File: src/rtl/sim_ram_arb_pkg.sv
// Shared types and helpers for the simulation RAM arbiter and its round-robin grant logic.
package sim_ram_arb_pkg;

    localparam int MAX_REQ = 8;

    typedef logic [2:0] req_id_t;

    typedef enum logic {
        OP_RD = 1'b0,
        OP_WR = 1'b1
    } ram_op_e;

    // Round-robin successor of id among n requesters.
    function automatic req_id_t next_prio(input req_id_t id, input int n);
        if (int'(id) + 1 >= n)
            return '0;
        return id + 3'd1;
    endfunction

endpackage

File: src/rtl/rr_grant.sv
// Combinational round-robin grant: first set request at or after prio, wrapping modulo N.
module rr_grant
    import sim_ram_arb_pkg::*;
#(
    parameter int N = 2
) (
    input  logic [N-1:0] req,
    input  req_id_t      prio,
    output logic [N-1:0] grant,
    output req_id_t      win_id
);

    logic found;

    always_comb begin
        grant  = '0;
        win_id = '0;
        found  = 1'b0;
        for (int k = 0; k < N; k++) begin
            int j;
            j = int'(prio) + k;
            if (j >= N)
                j = j - N;
            if (!found && req[j]) begin
                found    = 1'b1;
                grant[j] = 1'b1;
                win_id   = req_id_t'(j);
            end
        end
    end

endmodule

File: src/rtl/sim_ram_arbiter.sv
// Round-robin sharing of one simulation RAM between NUM_REQ requesters, one op per cycle.
// Optional per-requester statistics counters enabled by SIM_RAM_ARB_STATS_EN.
module sim_ram_arbiter
    import sim_ram_arb_pkg::*;
#(
    parameter int  NUM_REQ    = 2,
    parameter int  DATA_SIZE  = 4,
    parameter int  ADDR_WIDTH = 8,
    localparam int DATA_WIDTH = 8 * DATA_SIZE,
    localparam int ADDR_START = $clog2(DATA_SIZE),
    localparam int WORD_AW    = ADDR_WIDTH - ADDR_START
) (
    input  logic                                clk,
    input  logic                                rst,
    input  logic [NUM_REQ-1:0]                  req_valid,
    output logic [NUM_REQ-1:0]                  req_ready,
    input  logic [NUM_REQ-1:0]                  req_we,
    input  logic [NUM_REQ-1:0][WORD_AW-1:0]     req_addr,
    input  logic [NUM_REQ-1:0][DATA_WIDTH-1:0]  req_wdata,
    output logic [NUM_REQ-1:0]                  rsp_valid,
    output logic [DATA_WIDTH-1:0]               rsp_data,
    output logic                                ram_rd_en,
    output logic [WORD_AW-1:0]                  ram_rd_addr,
    output logic                                ram_wr_en,
    output logic [WORD_AW-1:0]                  ram_wr_addr,
    output logic [DATA_WIDTH-1:0]               ram_wr_data,
    input  logic [DATA_WIDTH-1:0]               ram_rd_data,
    input  logic                                ram_rd_valid
);

    req_id_t              prio_q;
    req_id_t              rsp_id_q;
    logic                 inflight_q;
    req_id_t              win_id;
    logic [NUM_REQ-1:0]   grant;
    logic                 fire;
    ram_op_e              op;
    logic                 sel_we;
    logic [WORD_AW-1:0]   sel_addr;
    logic [DATA_WIDTH-1:0] sel_wdata;

    rr_grant #(.N(NUM_REQ)) u_grant (
        .req    (req_valid),
        .prio   (prio_q),
        .grant  (grant),
        .win_id (win_id)
    );

    // Grant is one-hot, so an OR of masked fields selects the winner's request.
    always_comb begin
        sel_we    = 1'b0;
        sel_addr  = '0;
        sel_wdata = '0;
        for (int i = 0; i < NUM_REQ; i++) begin
            sel_we    = sel_we    | (grant[i] & req_we[i]);
            sel_addr  = sel_addr  | ({WORD_AW{grant[i]}} & req_addr[i]);
            sel_wdata = sel_wdata | ({DATA_WIDTH{grant[i]}} & req_wdata[i]);
        end
        fire        = |grant;
        op          = sel_we ? OP_WR : OP_RD;
        req_ready   = grant;
        ram_rd_en   = fire && (op == OP_RD);
        ram_wr_en   = fire && (op == OP_WR);
        ram_rd_addr = sel_addr;
        ram_wr_addr = sel_addr;
        ram_wr_data = sel_wdata;
        rsp_data    = ram_rd_data;
        for (int i = 0; i < NUM_REQ; i++)
            rsp_valid[i] = inflight_q && (rsp_id_q == req_id_t'(i));
    end

    always_ff @(posedge clk or posedge rst) begin
        if (rst) begin
            prio_q     <= '0;
            inflight_q <= 1'b0;
            rsp_id_q   <= '0;
        end else begin
            if (fire)
                prio_q <= next_prio(win_id, NUM_REQ);
            inflight_q <= ram_rd_en;
            if (ram_rd_en)
                rsp_id_q <= win_id;
        end
    end

    // Response timing comes from inflight_q; the RAM's own valid only cross-checks it.
    assert property (@(posedge clk) disable iff (rst) inflight_q |-> ram_rd_valid);
    assert property (@(posedge clk) disable iff (rst) !(ram_rd_en && ram_wr_en));

`ifdef SIM_RAM_ARB_STATS_EN
    logic [31:0] grant_cnt [NUM_REQ];
    logic [31:0] wait_cnt  [NUM_REQ];

    always_ff @(posedge clk or posedge rst) begin
        if (rst) begin
            for (int i = 0; i < NUM_REQ; i++) begin
                grant_cnt[i] <= '0;
                wait_cnt[i]  <= '0;
            end
        end else begin
            for (int i = 0; i < NUM_REQ; i++) begin
                if (req_valid[i] && grant[i] && grant_cnt[i] != '1)
                    grant_cnt[i] <= grant_cnt[i] + 32'd1;
                if (req_valid[i] && !grant[i] && wait_cnt[i] != '1)
                    wait_cnt[i] <= wait_cnt[i] + 32'd1;
            end
        end
    end

    function automatic void dump_stats();
        for (int i = 0; i < NUM_REQ; i++)
            $display("sim_ram_arbiter req %0d: grants=%0d waits=%0d", i, grant_cnt[i], wait_cnt[i]);
    endfunction
`endif

endmodule

File: config.mk
export PLATFORM = sky130hd
export DESIGN_NAME = sim_ram_arbiter
export DESIGN_NICKNAME = d
export VERILOG_FILES = /design/src/rtl/sim_ram_arb_pkg.sv /design/src/rtl/rr_grant.sv /design/src/rtl/sim_ram_arbiter.sv
export SDC_FILE = /design/constraint.sdc
export NUM_CORES = 1
export LEC_CHECK = 0
export CAP_MARGIN = 20
export CORE_AREA = 4 4 84 86
export DETAILED_ROUTE_END_ITERATION = 8
export DIE_AREA = 0 0 88 90
export GPL_TIMING_DRIVEN = 0
export PLACE_DENSITY = 0.79
export SLEW_MARGIN = 40
export SYNTH_ARGS = -nofsm -noshare
export SYNTH_HDL_FRONTEND = slang
export SYNTH_SLANG_ARGS = --single-unit
File: constraint.sdc
create_clock -name clk -period 2.2 [get_ports clk]
set_input_delay 0.22 -clock clk [delete_from_list [all_inputs] [get_ports clk]]
set_output_delay 0.22 -clock clk [all_outputs]
set_load 0.01 [all_outputs]
==> results of run 1 <==
[routing by layer]
layer	vias to the layer above	wire, um	GRT usage [%]
met5	-	0	0
met1	987	2590	18.4
met4	0	146	3.71
li1	1023	-	-
met2	125	4130	32.4
met3	12	651	4.20
[area by class of cell]
| type | count | area [um2] | area share, % |
|---|---|---|---|
| repair buffers | 199 | 1870 | 51.0 |
| multi-input cells | 106 | 993 | 27.1 |
| well taps | 77 | 96.3 | 2.63 |
| plain buffers | 50 | 445 | 12.2 |
| clock buffers | 4 | 45.0 | 1.23 |
| inverters | 9 | 33.8 | 0.923 |
| flip-flops and latches | 7 | 179 | 4.89 |
[where the power goes]
group	total, W	internal (W)	switching [W]
sequential	0.000135	0.000132	0.00000240
combinational	0.000307	0.000222	0.0000843
clock	0.000175	0.000125	0.0000499
[how the worst max path moves through the flow]
stage,startpoint,endpoint,slack (ns),cells past startpoint
after floorplan,prio_q[0],ram_wr_addr[0],-0.22,11
after global placement,prio_q[0],ram_wr_addr[0],-0.84,12
after detailed placement,prio_q[0],ram_wr_addr[3],-0.85,12
after CTS,prio_q[0],ram_wr_addr[1],-0.64,13
after global routing,prio_q[0],ram_wr_addr[3],-0.76,13
final,prio_q[0],ram_wr_addr[1],-0.67,13
[registers in the layout (all words and copies together) (netlist names)]
name        count
prio_q          3
rsp_id_q        3
inflight_q      1
[Yosys cell counts, types with 3 or more instances]
| cell type | n | area, um2 |
|---|---|---|
| o21ai_0 | 3 | 15.0 |
| or3_1 | 3 | 18.8 |
| a22o_1 | 39 | 342 |
| a21oi_1 | 6 | 30.0 |
| buf_4 | 41 | 308 |
| a32oi_1 | 3 | 26.3 |
| ha_1 | 4 | 50.1 |
| nor2_1 | 9 | 33.8 |
| dfrtp_1 | 7 | 175 |
| inv_1 | 8 | 30.0 |
| xnor2_1 | 3 | 26.3 |
| buf_2 | 3 | 15.0 |
| buf_6 | 5 | 56.3 |
| or2_2 | 3 | 18.8 |
| nand2_1 | 3 | 11.3 |
[worst max-delay path: stages (launching register included)]
cell and delay (ns):
dfrtp_2 0.45, ha_4 0.19, xnor2_2 0.11, ha_2 0.19, nand3b_1 0.12, a21oi_2 0.08, buf_4 0.14, o211a_1 0.21
o21a_4 0.21, buf_6 0.14, buf_8 0.13, a22o_4 0.24, buf_6 0.11, buf_6 0.11
[per-stage QoR]
step / power [W] / hold slack [ns]
after floorplan: 0.000222 / 0.0234
after global placement: 0.000433 / 0.468
after detailed placement: 0.000438 / 0.466
after CTS: 0.000615 / 0.241
after global routing: 0.000646 / 0.275
final: 0.000616 / 0.226
[kinds of logic after synthesis]
| logic type | count (synthesis) | synth area share [%] |
|---|---|---|
| AO/OA/AOI/OAI | 68 | 40.4 |
| AND/OR/NAND/NOR | 30 | 11.6 |
| flip-flops | 7 | 12.2 |
| XOR/XNOR | 3 | 1.84 |
| multiplexers | 1 | 0.787 |
| buffers and inverters | 60 | 29.6 |
| adder cells (fa/ha/maj) | 4 | 3.50 |
[repair_timing]
action	CTS	global route
resized for setup	235	41
pin swaps	14	14
setup buffers	22	12
hold buffers	0	0
setup endpoints to repair	52	55
gates cloned	5	0
==> key figures, run 1 <==
Outcome
  • Run status: finished with violations
  • Violated checks: setup timing

Final layout
  • Proportion of layout cells with a drive suffix above 1: 45.1%
  • Leading cell type in the layout, fill and taps excluded: clkdlybuf4s50_1
  • Syn-to-layout area delta: 156%
  • Top library cells by usage in the layout, fill and taps aside: clkdlybuf4s50_1, buf_4, buf_6
  • Final cell count without fillers: 452
  • Finished Cell Area: 0.00366 mm2
  • Layout fillers: 530
  • Ant. Diodes: 0
  • Number of nets in the final layout: 495
  • Final Util: 58.3%

Setup path
  • Worst Path Max Fanout: 5
  • Critical Setup Path Class: reg2out
  • Startpoint of the lowest-slack register-to-register path: prio_q[0]
  • Reg-to-Reg End: rsp_id_q[0]
  • Internal reg-to-reg setup slack: -0.48 ns
  • Crit. End Element: output port
  • CP arrival: 2.65 ns
  • Kind of launch point of the worst setup path: register
  • Required time of the worst setup path: 1.98 ns
  • Length in cells of the worst reg-to-reg path: 15

Global route
  • Largest net degree at the start of global routing: 11
  • Number of antenna violations at the first check in global routing: 0
  • Global-route usage over all layers: 17.0%
  • Global route total overflow: 0
  • Via count of the first global-routing pass: 2166
  • First-pass GRT wire length: 10900 um

Synthesis
  • Top FF cell, synth: dfrtp_1
  • Post-Syn Instances: 173
  • Warnings from Yosys: 0
  • Mean area per synthesized cell: 8.27 um2
  • Post-synthesis cell type count: 41
  • Seq cells post-synth: 7
  • Post-synth net total: 292
  • Share of synthesized flip-flops with an asynchronous set or reset: 100%
  • Post-synth EDFFs: 0
  • Sequential-to-total area share from yosys stat: 12.2%
  • Netlist area before placement: 0.00143 mm2

Timing
  • Number of setup violations in the final report: 55
  • Skew final: 0.00181 ns
  • RSZ-0062 raised after global routing: true
  • Worst-margin pin slew: 0.569 ns
  • FMAX: 0.349 GHz
  • Count of final hold-check violations: 0
  • Post-route setup TNS: -28.27 ns
  • Post-route worst setup slack: -0.669 ns
  • Fraction of the cycle the final worst path needs: 130%
  • Crit path time final: 2.87 ns
  • Relative slew slack: 62.0%
  • Number of pins exceeding their max-slew limit in the final report: 0

Power
  • VDD IR max: 0.238 mV
  • Power density over cell area: 168 mW/mm2
  • Leakage power: 1.71 nW

Floorplan
  • Placement row count: 29
  • DIE AREA: 0.00792 mm2
  • Count of pins on the block boundary: 197
  • Die Height: 90 um
  • Initial standard-cell utilization of the core: 22.8%
  • Horiz. Die Dim: 88 um
  • Placeable core region: 0.00628 mm2

Place
  • Sum of net half-perimeters after detailed placement: 5720 um
  • Routability congestion estimate: 0.797
  • IO buf count: 162
  • Post-placement worst setup slack: -0.848 ns
  • Cell count after placement: 412
  • Total placed instance area: 0.00324 mm2

Clock network
  • Maximum clock path buffer count: 2
  • Clock tree from TritonCTS: built
  • Clock transition at the register clock pins on the worst setup and hold paths after CTS: 0.04 ns
  • Clock insertion delay at the later pin of the skew report: 0.22 ns
  • Total number of H-tree levels: 1
  • Clock root buffer: clkbuf_8
  • CTS Buf Count: 3
  • Count of clock tree sinks: 7

Route
  • Drt first pass iters: 4
  • Via total after detailed routing: 2147
  • Drt drc: 0
  • Average vias per placed instance: 4.75
  • Routed len/inst: 16.6 um
  • Count of routing violations after the opening detailed-route iteration: 94
  • Total wire length: 7520 um
  • Remaining number of nets flagged by the antenna check after routing: 0

Flow run
  • Max capacitance violation total: 0

Hold path
  • Hold crit path type: in2async
Note: power is estimated with default switching activity, not from simulation.
==> inputs of run 2 (changes only) <==
--- a/config.mk
+++ b/config.mk
@@ -6,12 +6,13 @@
 export NUM_CORES = 1
 export LEC_CHECK = 0
 export CAP_MARGIN = 20
-export CORE_AREA = 4 4 84 86
+export CORE_AREA = 4 4 82 84
 export DETAILED_ROUTE_END_ITERATION = 8
-export DIE_AREA = 0 0 88 90
+export DIE_AREA = 0 0 86 88
 export GPL_TIMING_DRIVEN = 0
-export PLACE_DENSITY = 0.79
+export PLACE_DENSITY = 0.78
 export SLEW_MARGIN = 40
 export SYNTH_ARGS = -nofsm -noshare
 export SYNTH_HDL_FRONTEND = slang
+export SYNTH_HIERARCHICAL = 1
 export SYNTH_SLANG_ARGS = --single-unit
==> run 2 against run 1 <==
Net effect: maximum frequency up 14%; core utilization down 4.3 points; total power rose to 4.9 times the previous value; non-clock buffer count down 17; final area down 13%; register-to-register slack better by 0.20 ns; highest routed layer is now met5; largest power group unchanged; worst hold slack worse by 0.016 ns; the flow still finishes with violations (setup timing).
==> key figures, run 2 <==
Synthesis
  • Complex-gate fraction of the synthesized area: 36.3%
  • Post-Syn Instances: 146
  • Post-synthesis cell type count: 33
  • Top FF cell, synth: dfrtp_1
  • Leading post-synthesis cells by cell area: a22o_1, buf_4, dfrtp_1
  • Area leader, netlist: a22o_1
  • Share of the synthesized area in the top cell type: 29.7%
  • Seq cells post-synth: 7
  • Post-synthesis simple-gate area fraction: 12.1%
  • Dominant combinational cell family by area after synthesis: compound AO/OA/AOI/OAI gates
  • Post-synth net total: 265
  • Adder-cell area share of the yosys netlist: 4.25%
  • Mean area per synthesized cell: 8.07 um2
  • Share of synthesized flip-flops with an asynchronous set or reset: 100%
  • Warnings from Yosys: 6
  • XOR/XNOR Fraction of Synth Area: 1.49%
  • Post-synth EDFFs: 0
  • Share of synthesized area spent on multiplexers: 1.91%
  • Sequential-to-total area share from yosys stat: 14.9%
  • Netlist area before placement: 0.00118 mm2
  • Most used standard cell by instance count after synthesis: a22o_1
  • Synth cell count leaders: a22o_1, buf_4, nand2_1, dfrtp_1, nor2_1

Place
  • IO buf count: 163
  • Routability congestion estimate: 0.834
  • Sum of net half-perimeters after detailed placement: 5380 um
  • Cell count after placement: 384

Global route
  • Largest net degree at the start of global routing: 11
  • Global-route usage over all layers: 14.9%
  • Number of antenna violations at the first check in global routing: 2
  • Global route total overflow: 0
  • Via count of the first global-routing pass: 1782
  • First-pass GRT wire length: 8950 um

Setup path
  • Worst Path Max Fanout: 4
  • Cell at the slowest stage of the critical path: dfrtp_2
  • Max incr delay on CP: 0.44 ns
  • Crit. End Element: output port
  • Cells along the critical path: ha_4 > o21ai_2 > nand2_2 > nor2_1 > o31a_1 > buf_6 > a22o_1 > or2_4 > inv_2 > buf_6
  • CP arrival: 2.29 ns
  • Most common cell type on the critical path: buf_6
  • Reg-to-Reg End: prio_q[0]
  • Required time of the worst setup path: 1.98 ns
  • Kind of launch point of the worst setup path: register
  • Length in cells of the worst reg-to-reg path: 10
  • Critical Setup Path Class: reg2out
  • Startpoint of the lowest-slack register-to-register path: prio_q[0]
  • Internal reg-to-reg setup slack: -0.28 ns
  • Number of buffers and inverters on the critical path: 3
  • Crit-path leading delay family: compound AO/OA/AOI/OAI gates

Floorplan
  • Initial standard-cell utilization of the core: 19.9%
  • Placement row count: 28
  • Horiz. Die Dim: 86 um
  • DIE AREA: 0.00757 mm2
  • Count of pins on the block boundary: 197
  • Die Height: 88 um
  • Placeable core region: 0.00592 mm2

Timing
  • Skew final: 0.00221 ns
  • Fraction of the cycle the final worst path needs: 114%
  • Worst-margin pin slew: 0.464 ns
  • Hold Slack: 0.210 ns
  • Post-route worst setup slack: -0.310 ns
  • Number of pins exceeding their max-slew limit in the final report: 0
  • Number of setup violations in the final report: 51
  • Crit path time final: 2.51 ns
  • FMAX: 0.398 GHz
  • RSZ-0062 raised after global routing: true
  • Relative slew slack: 68.7%
  • Count of final hold-check violations: 0

Final layout
  • Layout fillers: 548
  • Number of nets in the final layout: 456
  • Leading registers by flop count: prio_q: 3 flops, rsp_id_q: 3 flops, inflight_q: 1 flops
  • Top library cells by usage in the layout, fill and taps aside: clkdlybuf4s50_1, buf_4, a22o_1
  • Final cell count without fillers: 411
  • Ant. Diodes: 0
  • Leading cell type in the layout, fill and taps excluded: clkdlybuf4s50_1
  • Proportion of layout cells with a drive suffix above 1: 42.9%
  • Syn-to-layout area delta: 171%
  • Multi-input gate area in the final layout: 763 um2
  • Storage cell area: 178 um2
  • Final Util: 54.0%

Clock network
  • Count of clock tree sinks: 7
  • CTS Buf Count: 3
  • Maximum clock path buffer count: 2
  • Clock tree from TritonCTS: built
  • Clock insertion delay at the later pin of the skew report: 0.23 ns
  • Clock root buffer: clkbuf_8
  • Clock transition at the register clock pins on the worst setup and hold paths after CTS: 0.04 ns
  • Total number of H-tree levels: 1

Power
  • Part of the power in registers: 8.4%
  • VDD IR max: 0.582 mV
  • Power density over cell area: 936 mW/mm2
  • Clock network fraction of design power: 5.9%
  • Leakage power: 1.48 nW
  • Gate power share: 85.7%
  • Switching Fraction: 40.5%
  • Power Total: 0.00299 W
  • Reported net switching power: 0.00121 W
  • Internal power consumption: 0.00178 W

Outcome
  • Violated checks: setup timing
  • Run status: finished with violations

Route
  • Routed len/inst: 16.3 um
  • Count of routing violations after the opening detailed-route iteration: 31
  • Average vias per placed instance: 4.52
  • Drt drc: 0
  • Remaining number of nets flagged by the antenna check after routing: 0
  • Via total after detailed routing: 1859
  • Drt first pass iters: 4
  • Total wire length: 6700 um

Flow run
  • Max capacitance violation total: 0

Hold path
  • Hold crit path type: in2async
-- run 2: changes by cell type in the layout (fill, tap and decap cells not counted), sizes merged, moves of 3 or more --
cell    before  now
buf        134  112
a21oi        8    0
nand2        3    8
a32oi        4    0
clkbuf       5    9
inv          9    6
nor2         9    6
o21ai        4    7
or3          3    0
-- run 2: kinds of logic after synthesis --
group                    after synthesis
buffers and inverters                 52
AND/OR/NAND/NOR                       27
adder cells (fa/ha/maj)                4
flip-flops                             7
AO/OA/AOI/OAI                         52
XOR/XNOR                               2
multiplexers                           2
-- run 2: stage by stage --
stage / setup WS, ns / setup TNS (ns) / area, um2
3_3_place_gp: -0.665 / -25.85 / 2970
3_5_place_dp: -0.664 / -25.42 / 2970
2_1_floorplan: -0.0538 / -0.137 / 1240
6_report: -0.310 / -9.75 / 3200
5_1_grt: -0.442 / -18.21 / 3200
4_1_cts: -0.355 / -12.77 / 3000
-- run 2: routing by layer --
layer,track usage (%),vias to the layer above,share of wire (%)
met2,27.8,110,54
met4,3.02,4,0.46
met3,5.08,6,10
met1,16.2,854,35
met5,0,-,0.46
li1,-,885,-
-- run 2: timing repair --
item,in CTS,in global routing
cloned,0,2
pin swaps,8,33
resized for setup,204,42
setup buffers,12,10
hold buffers,0,0
endpoints found under the setup margin,52,54
-- run 2: final cells by class --
type	count	share of cell area (%)
Buffer	45	11.4
Tap cell	75	2.93
Multi-Input combinational cell	87	23.9
Clock buffer	4	1.41
Inverter	6	0.704
Timing Repair Buffer	187	54.1
Sequential cell	7	5.56
-- run 2: how the worst max path moves through the flow --
stage	slack (ns)	cells past startpoint	endpoint	from
detailed placement	-0.66	8	ram_wr_data[14]	prio_q[1]
finish	-0.31	10	ram_rd_en	prio_q[0]
global placement	-0.67	8	ram_wr_data[14]	prio_q[1]
global route	-0.44	10	ram_wr_addr[3]	prio_q[1]
floorplan	-0.05	8	rsp_id_q[0]	prio_q[0]
CTS	-0.36	10	ram_wr_addr[4]	prio_q[1]
-- run 2: worst register-to-register path, cell delays in order, from the launching register on --
cell	delay [ns]
dfrtp_2	0.44
buf_4	0.15
buf_6	0.13
nor3b_1	0.31
nor2_1	0.09
o22ai_2	0.24
inv_2	0.08
ha_1	0.18
nor2b_1	0.13
or4_4	0.50
o21ai_2	0.15
-- run 2: power groups by stage --
stage          logic [W]  clock network, W  registers, W
2_1_floorplan    0.00113                 0      0.000245
3_3_place_gp     0.00215                 0      0.000264
3_5_place_dp     0.00218                 0      0.000268
4_1_cts          0.00220          0.000180      0.000249
5_1_grt          0.00275          0.000191      0.000260
6_report         0.00257          0.000176      0.000251
